File: config.mk
export PLATFORM = sky130hd
export DESIGN_NAME = reg_bank_flat
export DESIGN_NICKNAME = d
export VERILOG_FILES = /design/src/rtl/reg_bank_pkg.sv /design/src/rtl/reg_bank_if.sv /design/src/rtl/reg_bank_cell.sv /design/src/rtl/reg_bank.sv /design/src/flat_wrapper.sv
export SDC_FILE = /design/constraint.sdc
export NUM_CORES = 1
export LEC_CHECK = 0
export ABC_AREA = 1
export ABC_CLOCK_PERIOD_IN_PS = 7700
export CORE_ASPECT_RATIO = 1.5
export CORE_MARGIN = 3
export CORE_UTILIZATION = 59
export DETAILED_ROUTE_END_ITERATION = 8
export PLACE_DENSITY_LB_ADDON = 0.1
export SKIP_CTS_REPAIR_TIMING = 1
export SYNTH_ARGS = -nofsm -noshare
export SYNTH_HDL_FRONTEND = slang
export SYNTH_SLANG_ARGS = --single-unit
export TNS_END_PERCENT = 30
File: constraint.sdc
create_clock -name clk -period 7.7 [get_ports clk]
set_input_delay 1.54 -clock clk [delete_from_list [all_inputs] [get_ports clk]]
set_output_delay 1.54 -clock clk [all_outputs]
set_load 0.01 [all_outputs]
File: src/rtl/reg_bank_pkg.sv
// reg_bank_pkg: shared types and helpers for the reg_bank block.
// Optional feature macro used elsewhere in this block: REG_BANK_MAX_EN.
package reg_bank_pkg;

  typedef enum logic {
    StFill,
    StDrain
  } state_e;

  localparam int unsigned MaxWidth = 64;

  // Most-negative two's complement value for a given width, sign-extended to
  // MaxWidth bits; callers truncate to their own width.
  function automatic logic [MaxWidth-1:0] most_neg(input int unsigned width);
    return ~((64'd1 << (width - 1)) - 64'd1);
  endfunction

endpackage

File: src/rtl/reg_bank_if.sv
// reg_bank_if: control/data bus of reg_bank.
// max_out only exists when REG_BANK_MAX_EN is defined.
interface reg_bank_if #(
  parameter int unsigned DATA_WIDTH = 16,
  parameter int unsigned DEPTH      = 8
) ();
  localparam int unsigned CntW = $clog2(DEPTH + 1);

  logic                         clr;
  logic                         wr_en;
  logic signed [DATA_WIDTH-1:0] wr_data;
  logic                         rd_en;
  logic signed [DATA_WIDTH-1:0] rd_data;
  logic                         rd_valid;
  logic                         full;
  logic                         empty;
  logic [CntW-1:0]              count;
  logic                         wr_err;
`ifdef REG_BANK_MAX_EN
  logic signed [DATA_WIDTH-1:0] max_out;
`endif

  modport master (
    output clr, wr_en, wr_data, rd_en,
`ifdef REG_BANK_MAX_EN
    input  max_out,
`endif
    input  rd_data, rd_valid, full, empty, count, wr_err
  );

  modport slave (
    input  clr, wr_en, wr_data, rd_en,
`ifdef REG_BANK_MAX_EN
    output max_out,
`endif
    output rd_data, rd_valid, full, empty, count, wr_err
  );

endinterface

File: src/rtl/reg_bank_cell.sv
// reg_bank_cell: one signed storage entry with load enable, async reset to 0.
module reg_bank_cell #(
  parameter int unsigned DATA_WIDTH = 16
) (
  input  logic                         clk,
  input  logic                         rst,
  input  logic                         load_i,
  input  logic signed [DATA_WIDTH-1:0] d_i,
  output logic signed [DATA_WIDTH-1:0] q_o
);

  logic signed [DATA_WIDTH-1:0] q_q;

  // Entry register, loaded only on an accepted write.
  always_ff @(posedge clk or posedge rst) begin
    if (rst) begin
      q_q <= '0;
    end else if (load_i) begin
      q_q <= d_i;
    end
  end

  assign q_o = q_q;

endmodule

File: src/rtl/reg_bank.sv
// reg_bank: fill-then-drain register bank. Writes are accepted while filling
// until DEPTH entries are held, then reads drain them in order.
// Define REG_BANK_MAX_EN to add a running signed maximum output (max_out).
module reg_bank
  import reg_bank_pkg::*;
#(
  parameter int unsigned DATA_WIDTH = 16,
  parameter int unsigned DEPTH      = 8
) (
  input logic       clk,
  input logic       rst,
  reg_bank_if.slave bus
);

  localparam int unsigned CntW = $clog2(DEPTH + 1);
  localparam int unsigned PtrW = $clog2(DEPTH);

  state_e                       state_q, state_d;
  logic [PtrW-1:0]              wr_ptr_q, wr_ptr_d;
  logic [PtrW-1:0]              rd_ptr_q, rd_ptr_d;
  logic [CntW-1:0]              count_q, count_d;
  logic signed [DATA_WIDTH-1:0] rd_data_q, rd_data_d;
  logic                         rd_valid_q, rd_valid_d;
  logic                         wr_err_q, wr_err_d;
  logic [DEPTH-1:0]             cell_load;
  logic signed [DATA_WIDTH-1:0] entry [DEPTH];

  for (genvar i = 0; i < DEPTH; i++) begin : gen_cells
    reg_bank_cell #(
      .DATA_WIDTH(DATA_WIDTH)
    ) u_cell (
      .clk   (clk),
      .rst   (rst),
      .load_i(cell_load[i]),
      .d_i   (bus.wr_data),
      .q_o   (entry[i])
    );
  end

  // Next-state: clr wins, then only the operation legal in the current state.
  always_comb begin
    state_d    = state_q;
    wr_ptr_d   = wr_ptr_q;
    rd_ptr_d   = rd_ptr_q;
    count_d    = count_q;
    rd_data_d  = rd_data_q;
    rd_valid_d = 1'b0;
    wr_err_d   = 1'b0;
    cell_load  = '0;
    if (bus.clr) begin
      state_d  = StFill;
      wr_ptr_d = '0;
      rd_ptr_d = '0;
      count_d  = '0;
    end else begin
      unique case (state_q)
        StFill: begin
          if (bus.wr_en) begin
            cell_load[wr_ptr_q] = 1'b1;
            wr_ptr_d            = wr_ptr_q + PtrW'(1);
            count_d             = count_q + CntW'(1);
            if (count_q == CntW'(DEPTH - 1)) begin
              state_d  = StDrain;
              wr_ptr_d = '0;
            end
          end
        end
        StDrain: begin
          wr_err_d = bus.wr_en;
          if (bus.rd_en) begin
            rd_data_d  = entry[rd_ptr_q];
            rd_valid_d = 1'b1;
            rd_ptr_d   = rd_ptr_q + PtrW'(1);
            count_d    = count_q - CntW'(1);
            if (count_q == CntW'(1)) begin
              state_d  = StFill;
              rd_ptr_d = '0;
            end
          end
        end
        default: state_d = StFill;
      endcase
    end
  end

  // Control and read-data registers.
  always_ff @(posedge clk or posedge rst) begin
    if (rst) begin
      state_q    <= StFill;
      wr_ptr_q   <= '0;
      rd_ptr_q   <= '0;
      count_q    <= '0;
      rd_data_q  <= '0;
      rd_valid_q <= 1'b0;
      wr_err_q   <= 1'b0;
    end else begin
      state_q    <= state_d;
      wr_ptr_q   <= wr_ptr_d;
      rd_ptr_q   <= rd_ptr_d;
      count_q    <= count_d;
      rd_data_q  <= rd_data_d;
      rd_valid_q <= rd_valid_d;
      wr_err_q   <= wr_err_d;
    end
  end

  assign bus.rd_data  = rd_data_q;
  assign bus.rd_valid = rd_valid_q;
  assign bus.wr_err   = wr_err_q;
  assign bus.count    = count_q;
  assign bus.full     = (state_q == StDrain);
  assign bus.empty    = (count_q == '0);

`ifdef REG_BANK_MAX_EN
  localparam logic signed [DATA_WIDTH-1:0] MostNeg = DATA_WIDTH'(most_neg(DATA_WIDTH));

  logic signed [DATA_WIDTH-1:0] max_q, max_d;

  // Running maximum; the first write of a fill (count 0) loads unconditionally.
  always_comb begin
    max_d = max_q;
    if (bus.clr) begin
      max_d = MostNeg;
    end else if ((state_q == StFill) && bus.wr_en) begin
      if ((count_q == '0) || (bus.wr_data > max_q)) begin
        max_d = bus.wr_data;
      end
    end
  end

  // Maximum register.
  always_ff @(posedge clk or posedge rst) begin
    if (rst) begin
      max_q <= MostNeg;
    end else begin
      max_q <= max_d;
    end
  end

  assign bus.max_out = max_q;
`endif

endmodule

File: src/flat_wrapper.sv
// flat-port wrapper written by rule: the top's interface ports become plain ports
module reg_bank_flat import reg_bank_pkg::*;
#(
  parameter int unsigned DATA_WIDTH = 16,
  parameter int unsigned DEPTH      = 8
)
  (clk, rst, bus_clr, bus_wr_en, bus_wr_data, bus_rd_en, bus_rd_data, bus_rd_valid, bus_full, bus_empty, bus_count, bus_wr_err);
  reg_bank_if #(.DATA_WIDTH(DATA_WIDTH), .DEPTH(DEPTH)) bus_i ();
  input logic clk;
  input logic rst;
  input wire logic [$bits(bus_i.clr)-1:0] bus_clr;
  input wire logic [$bits(bus_i.wr_en)-1:0] bus_wr_en;
  input wire logic [$bits(bus_i.wr_data)-1:0] bus_wr_data;
  input wire logic [$bits(bus_i.rd_en)-1:0] bus_rd_en;
  output wire logic [$bits(bus_i.rd_data)-1:0] bus_rd_data;
  output wire logic [$bits(bus_i.rd_valid)-1:0] bus_rd_valid;
  output wire logic [$bits(bus_i.full)-1:0] bus_full;
  output wire logic [$bits(bus_i.empty)-1:0] bus_empty;
  output wire logic [$bits(bus_i.count)-1:0] bus_count;
  output wire logic [$bits(bus_i.wr_err)-1:0] bus_wr_err;
  assign bus_i.clr = bus_clr;
  assign bus_i.wr_en = bus_wr_en;
  assign bus_i.wr_data = bus_wr_data;
  assign bus_i.rd_en = bus_rd_en;
  assign bus_rd_data = bus_i.rd_data;
  assign bus_rd_valid = bus_i.rd_valid;
  assign bus_full = bus_i.full;
  assign bus_empty = bus_i.empty;
  assign bus_count = bus_i.count;
  assign bus_wr_err = bus_i.wr_err;
  reg_bank #(.DATA_WIDTH(DATA_WIDTH), .DEPTH(DEPTH)) u_core (.clk(clk), .rst(rst), .bus(bus_i));
endmodule
==> results.tsv, run 1 <==
metric	value	unit
syn2layout_area_growth	14.2	%
dieArea	14000	sq um
final_util	0.697	
post-dp-hpwl	11100	um
cap_violations	0	
setup_tns	0	ns
synth_cells	951	
finalMaxSlewViolations	0	
status	finished clean	
grt-ovfl-total	0	
finalSetupViolCount	0	
synth-seq-cells	157	
avgRoutedWirePerCell	16.4	um
cts.clk_slew.worst_paths	0.06	ns
synthTopCellsByArea	dfrtp_1 53%, nand2_1 17%, o21ai_1 8.1%, nand3_1 7.0%, inv_1 6.3%	
worst_pin_slew	0.932	ns
ys_async_sr_fraction	1.00	
layout.nets	997	
avgSynthCellArea	7.79	sq um
drc	0	
post-synth-top-count-cell	nand2_1	
rsz0062_at_grt	false	
num_antenna_cells	0	
routabilityCongestion	0.907	
grtUsageTotal	0.280	
io_buffers	44	
total_power	2560	uW
firstDrtPassIters	5	
rows	49	
synth.cell_area	7410	sq um
min_period_over_period	0.449	
drt-initial-drc-count	488	
clock_latency	0.42	ns
synth-edff-count	0	
critPathKind	flip-flop to output pin	
ios	45	
synthTopCellsByCount	338 x nand2_1, 157 x dfrtp_1, 125 x inv_1	
vdd_ir_drop_max	0.244	mV
cp.arrival	1.91	ns
grt_max_degree	105	
p_leak	0.00422	uW
antenna_found_initial	0	
route.vias.total	6262	
cp-start-kind	flip-flop	
die_x	97.5	um
grt_pass1_vias	6244	
crit_fanout	5	
hold_violations	0	
grt_pass1_wl	30800	um
h-tree-depth	4	
routed_wl	18600	um
core	12100	sq um
end_kind	output pin	
cp.required	6.16	ns
viasPerCell	5.52	
hp-class	flip-flop to flip-flop	
ys_warn_count	0	
start_util	0.610	
ys.flop_type	dfrtp_1	
fp.dieH	143	um
fin_crit	3.45	ns
syn_nets	978	
cts_tree	done	
max_freq	0.290	GHz
synth_cell_types	26	
clock_sink_count	157	
drive_above_1_share	0.0530	
slew_headroom	0.379	
yosysTopAreaCellShare	0.530	
clockBufferDepth	2	
synth_top_area_cell	dfrtp_1	
cts_made_buffers	17	
powerDensity	303	nW/um^2
ant_nets	0	
cts_root_buf	clkbuf_16	
ys_seq_area_frac	0.530	
clock_skew	0.00586	ns
-- where the power goes --
group          internal [uW]  switching [uW]
logic                    217             294
registers               1060             135
clock network            538             324
total                   1810             753
-- worst paths after layout --
| check | start | to | slack (ns) | cells past startpoint |
|---|---|---|---|---|
| max | u_core.bus.count[0] | bus_empty | 4.25 | 4 |
| min | u_core.bus.rd_data[14] | u_core.bus.rd_data[14] | 0.48 | 2 |
| max reg2reg | u_core.rd_ptr_q[0] | u_core.bus.rd_data[13] | 4.73 | 9 |
| min reg2reg | u_core.bus.rd_data[14] | u_core.bus.rd_data[14] | 0.48 | 2 |
| max in group asynchronous | rst | u_core.rd_ptr_q[0] | 4.68 | 3 |
| min in group asynchronous | rst | u_core.gen_cells[4].u_cell.q_o[14] | 1.67 | 2 |
-- logic make-up after synthesis --
family	share of synthesized area
and+or+nand+nor	0.260
buffers and inverters	0.0993
DFF	0.530
AOI/OAI and AO/OA	0.0964
adders and majority gates	0.0101
xor gates and xnor gates	0.00355
-- critical path, cell delays in order, from the launching register on --
cell	delay, ns
dfrtp_1	0.43
inv_1	0.16
ha_1	0.17
nor3b_1	0.18
clkdlybuf4s50_1	0.56
-- flip-flops by register name (all words and copies together) (netlist names) --
register / flops
u_core.gen_cells.u_cell.q_o: 128
u_core.bus.full: 1
u_core.rd_ptr_q: 3
u_core.wr_ptr_q: 3
u_core.bus.rd_valid: 1
u_core.bus.rd_data: 16
u_core.bus.count: 4
u_core.bus.wr_err: 1
-- per-stage QoR --
step | setup slack (ns) | hold WS, ns | cell area, sq um | std cells
global route | 4.09 | 0.503 | 8460 | 1135
global placement | 4.19 | 0.466 | 7860 | 1104
detailed placement | 4.15 | 0.466 | 7860 | 1104
finish | 4.25 | 0.476 | 8460 | 1135
CTS | 4.23 | 0.481 | 8460 | 1135
floorplan | 1.93 | 0.453 | 7410 | 951
-- layout by cell type (no fill, tap or decap), drive strengths merged, types with 2 or more instances in the layout --
| master | instances |
|---|---|
| dfrtp | 157 |
| clkinv | 7 |
| bufinv | 4 |
| clkbuf | 19 |
| ha | 6 |
| inv | 128 |
| nor2 | 10 |
| clkinvlp | 3 |
| o22ai | 2 |
| o21ai | 133 |
| xnor2 | 2 |
| clkdlybuf4s50 | 44 |
| a21oi | 4 |
| nand3 | 109 |
| buf | 7 |
| nand2 | 342 |
-- area by class of cell --
type | count | area, sq um
tap | 153 | 191
multi-input combinational | 613 | 2750
fill | 969 | 3680
clock buffer | 19 | 433
clock inverter | 12 | 171
timing repair buffer | 51 | 493
inverter | 130 | 495
sequential | 157 | 3930
-- metal layers --
| layer | vias up | track usage | part of all wire |
|---|---|---|---|
| met4 | 0 | 0.117 | 0.026 |
| met1 | 2990 | 0.337 | 0.40 |
| met3 | 35 | 0.0445 | 0.049 |
| li1 | 3009 | - | - |
| met2 | 228 | 0.500 | 0.53 |
| met5 | - | 0 | 0 |
Note: power is estimated with default switching activity, not from simulation.
==> inputs of run 2 (changes only) <==
Settings changed: ABC_CLOCK_PERIOD_IN_PS 7700 to 3200.
Clock period 7.7 ns to 3.2 ns, I/O delays scaled along.
==> results.tsv, run 2 (synthesis results as in run 1) <==
metric	value	unit
drive_above_1_share	0.0558	
hp-start	u_core.bus.rd_data[10]	
final_common_cell	nand2_1	
timing.rr.start	u_core.rd_ptr_q[0]	
grt_max_degree	66	
route.vias.total	6388	
post-dp-hpwl	11500	um
hp-class	flip-flop to flip-flop	
cts_tree	done	
slew_headroom	0.403	
p_leak	0.00422	uW
r2r_end	u_core.bus.rd_data[9]	
clock_sink_count	157	
hold_violations	0	
firstDrtPassIters	5	
max_freq	0.397	GHz
h-tree-depth	4	
drt-initial-drc-count	429	
die_x	97.5	um
start_util	0.610	
layout.nets	999	
cp.arrival	1.88	ns
finalMaxSlewViolations	0	
end_kind	output pin	
stdcell_count	1138	
final_cell_mix	338 x nand2_1, 156 x dfrtp_1, 123 x inv_1	
critPathMaxStageDelay	0.56	ns
critical_path.cell_chain	inv_1, ha_1, nor3b_1, clkdlybuf4s50_1	
crit_fanout	5	
num_antenna_cells	0	
r2r_cells	8	
fin_crit	2.52	ns
finalSetupViolCount	0	
slowest_stage	clkdlybuf4s50_1	
io_buffers	44	
worst_pin_slew	0.890	ns
cp.required	2.56	ns
viasPerCell	5.61	
r2r_slack	0.96	ns
routed_wl	18800	um
routabilityCongestion	0.870	
min_period_over_period	0.788	
grt-ovfl-total	0	
cts_made_buffers	17	
critPathKind	flip-flop to output pin	
min_to	u_core.bus.rd_data[10]	
largest_reg_flops	128	
cts.clk_slew.worst_paths	0.06	ns
core	12100	sq um
cap_violations	0	
rsz0062_at_grt	false	
dpl.cell_count	1106	
syn2layout_area_growth	14.8	%
fp.dieH	143	um
ios	45	
avgRoutedWirePerCell	16.5	um
vdd_ir_drop_max	0.426	mV
status	finished clean	
setup_tns	0	ns
clockBufferDepth	2	
dieArea	14000	sq um
min_path_cells	2	
ant_nets	0	
clock_latency	0.42	ns
grtUsageTotal	0.287	
cts_root_buf	clkbuf_16	
grt_pass1_vias	6458	
rows	49	
cp-start-kind	flip-flop	
powerDensity	727	nW/um^2
clock_skew	0.00978	ns
drc	0	
grt_pass1_wl	31900	um
antenna_found_initial	0	
[run 2: cell count changes in the layout (fill, tap and decap cells not counted), sizes merged]
cell / delta
buf: +2
bufinv: -1
clkinv: -1
clkinvlp: +3
[run 2: worst max-delay path: cells and delay by family, from the launching register on]
kind,cells,cell delay (ns)
adder cells (fa/ha/maj),1,0.16
buffers and inverters,2,0.71
flip-flops,1,0.42
AND/OR/NAND/NOR,1,0.17
[run 2: worst max-delay path by stage]
| stage | end | start | depth (start not counted) | slack, ns |
|---|---|---|---|---|
| floorplan | u_core.bus.count[0] | rst | 1 | 0.57 |
| detailed placement | u_core.gen_cells[1].u_cell.q_o[14] | bus_clr | 6 | 0.61 |
| finish | bus_empty | u_core.bus.count[1] | 4 | 0.68 |
| CTS | bus_empty | u_core.bus.count[1] | 4 | 0.66 |
| global route | bus_empty | u_core.bus.count[1] | 4 | 0.57 |
| global placement | u_core.gen_cells[1].u_cell.q_o[7] | bus_clr | 7 | 0.69 |
[run 2: through the flow]
stage / power, uW / hold slack (ns) / worst slack, ns / utilization / area (sq um)
floorplan: 3780 / 0.453 / 0.573 / - / 7410
CTS: 6210 / 0.482 / 0.657 / 0.701 / 8510
global placement: 4040 / 0.467 / 0.686 / 0.651 / 7910
detailed placement: 4140 / 0.465 / 0.610 / 0.651 / 7910
global route: 6580 / 0.510 / 0.573 / 0.701 / 8510
finish: 6180 / 0.480 / 0.680 / 0.701 / 8510
[run 2: layer usage]
layer,track usage,vias up,part of all wire
met5,0,-,0
met1,0.350,3076,0.40
met3,0.0440,50,0.055
met4,0.156,0,0.043
met2,0.493,240,0.51
li1,-,3022,-
[run 2: layout make-up]
type	count	area, sq um
Sequential cell	157	3930
Fill cell	991	3630
Multi-Input combinational cell	613	2750
Timing Repair Buffer	53	546
Inverter	130	494
Clock buffer	19	433
Tap cell	153	191
Clock inverter	13	168
[run 2: power breakdown]
part	leakage (uW)	switching (uW)	internal, uW
clock	0.000276	811	1230
sequential	0.00209	334	2540
combinational	0.00186	734	528
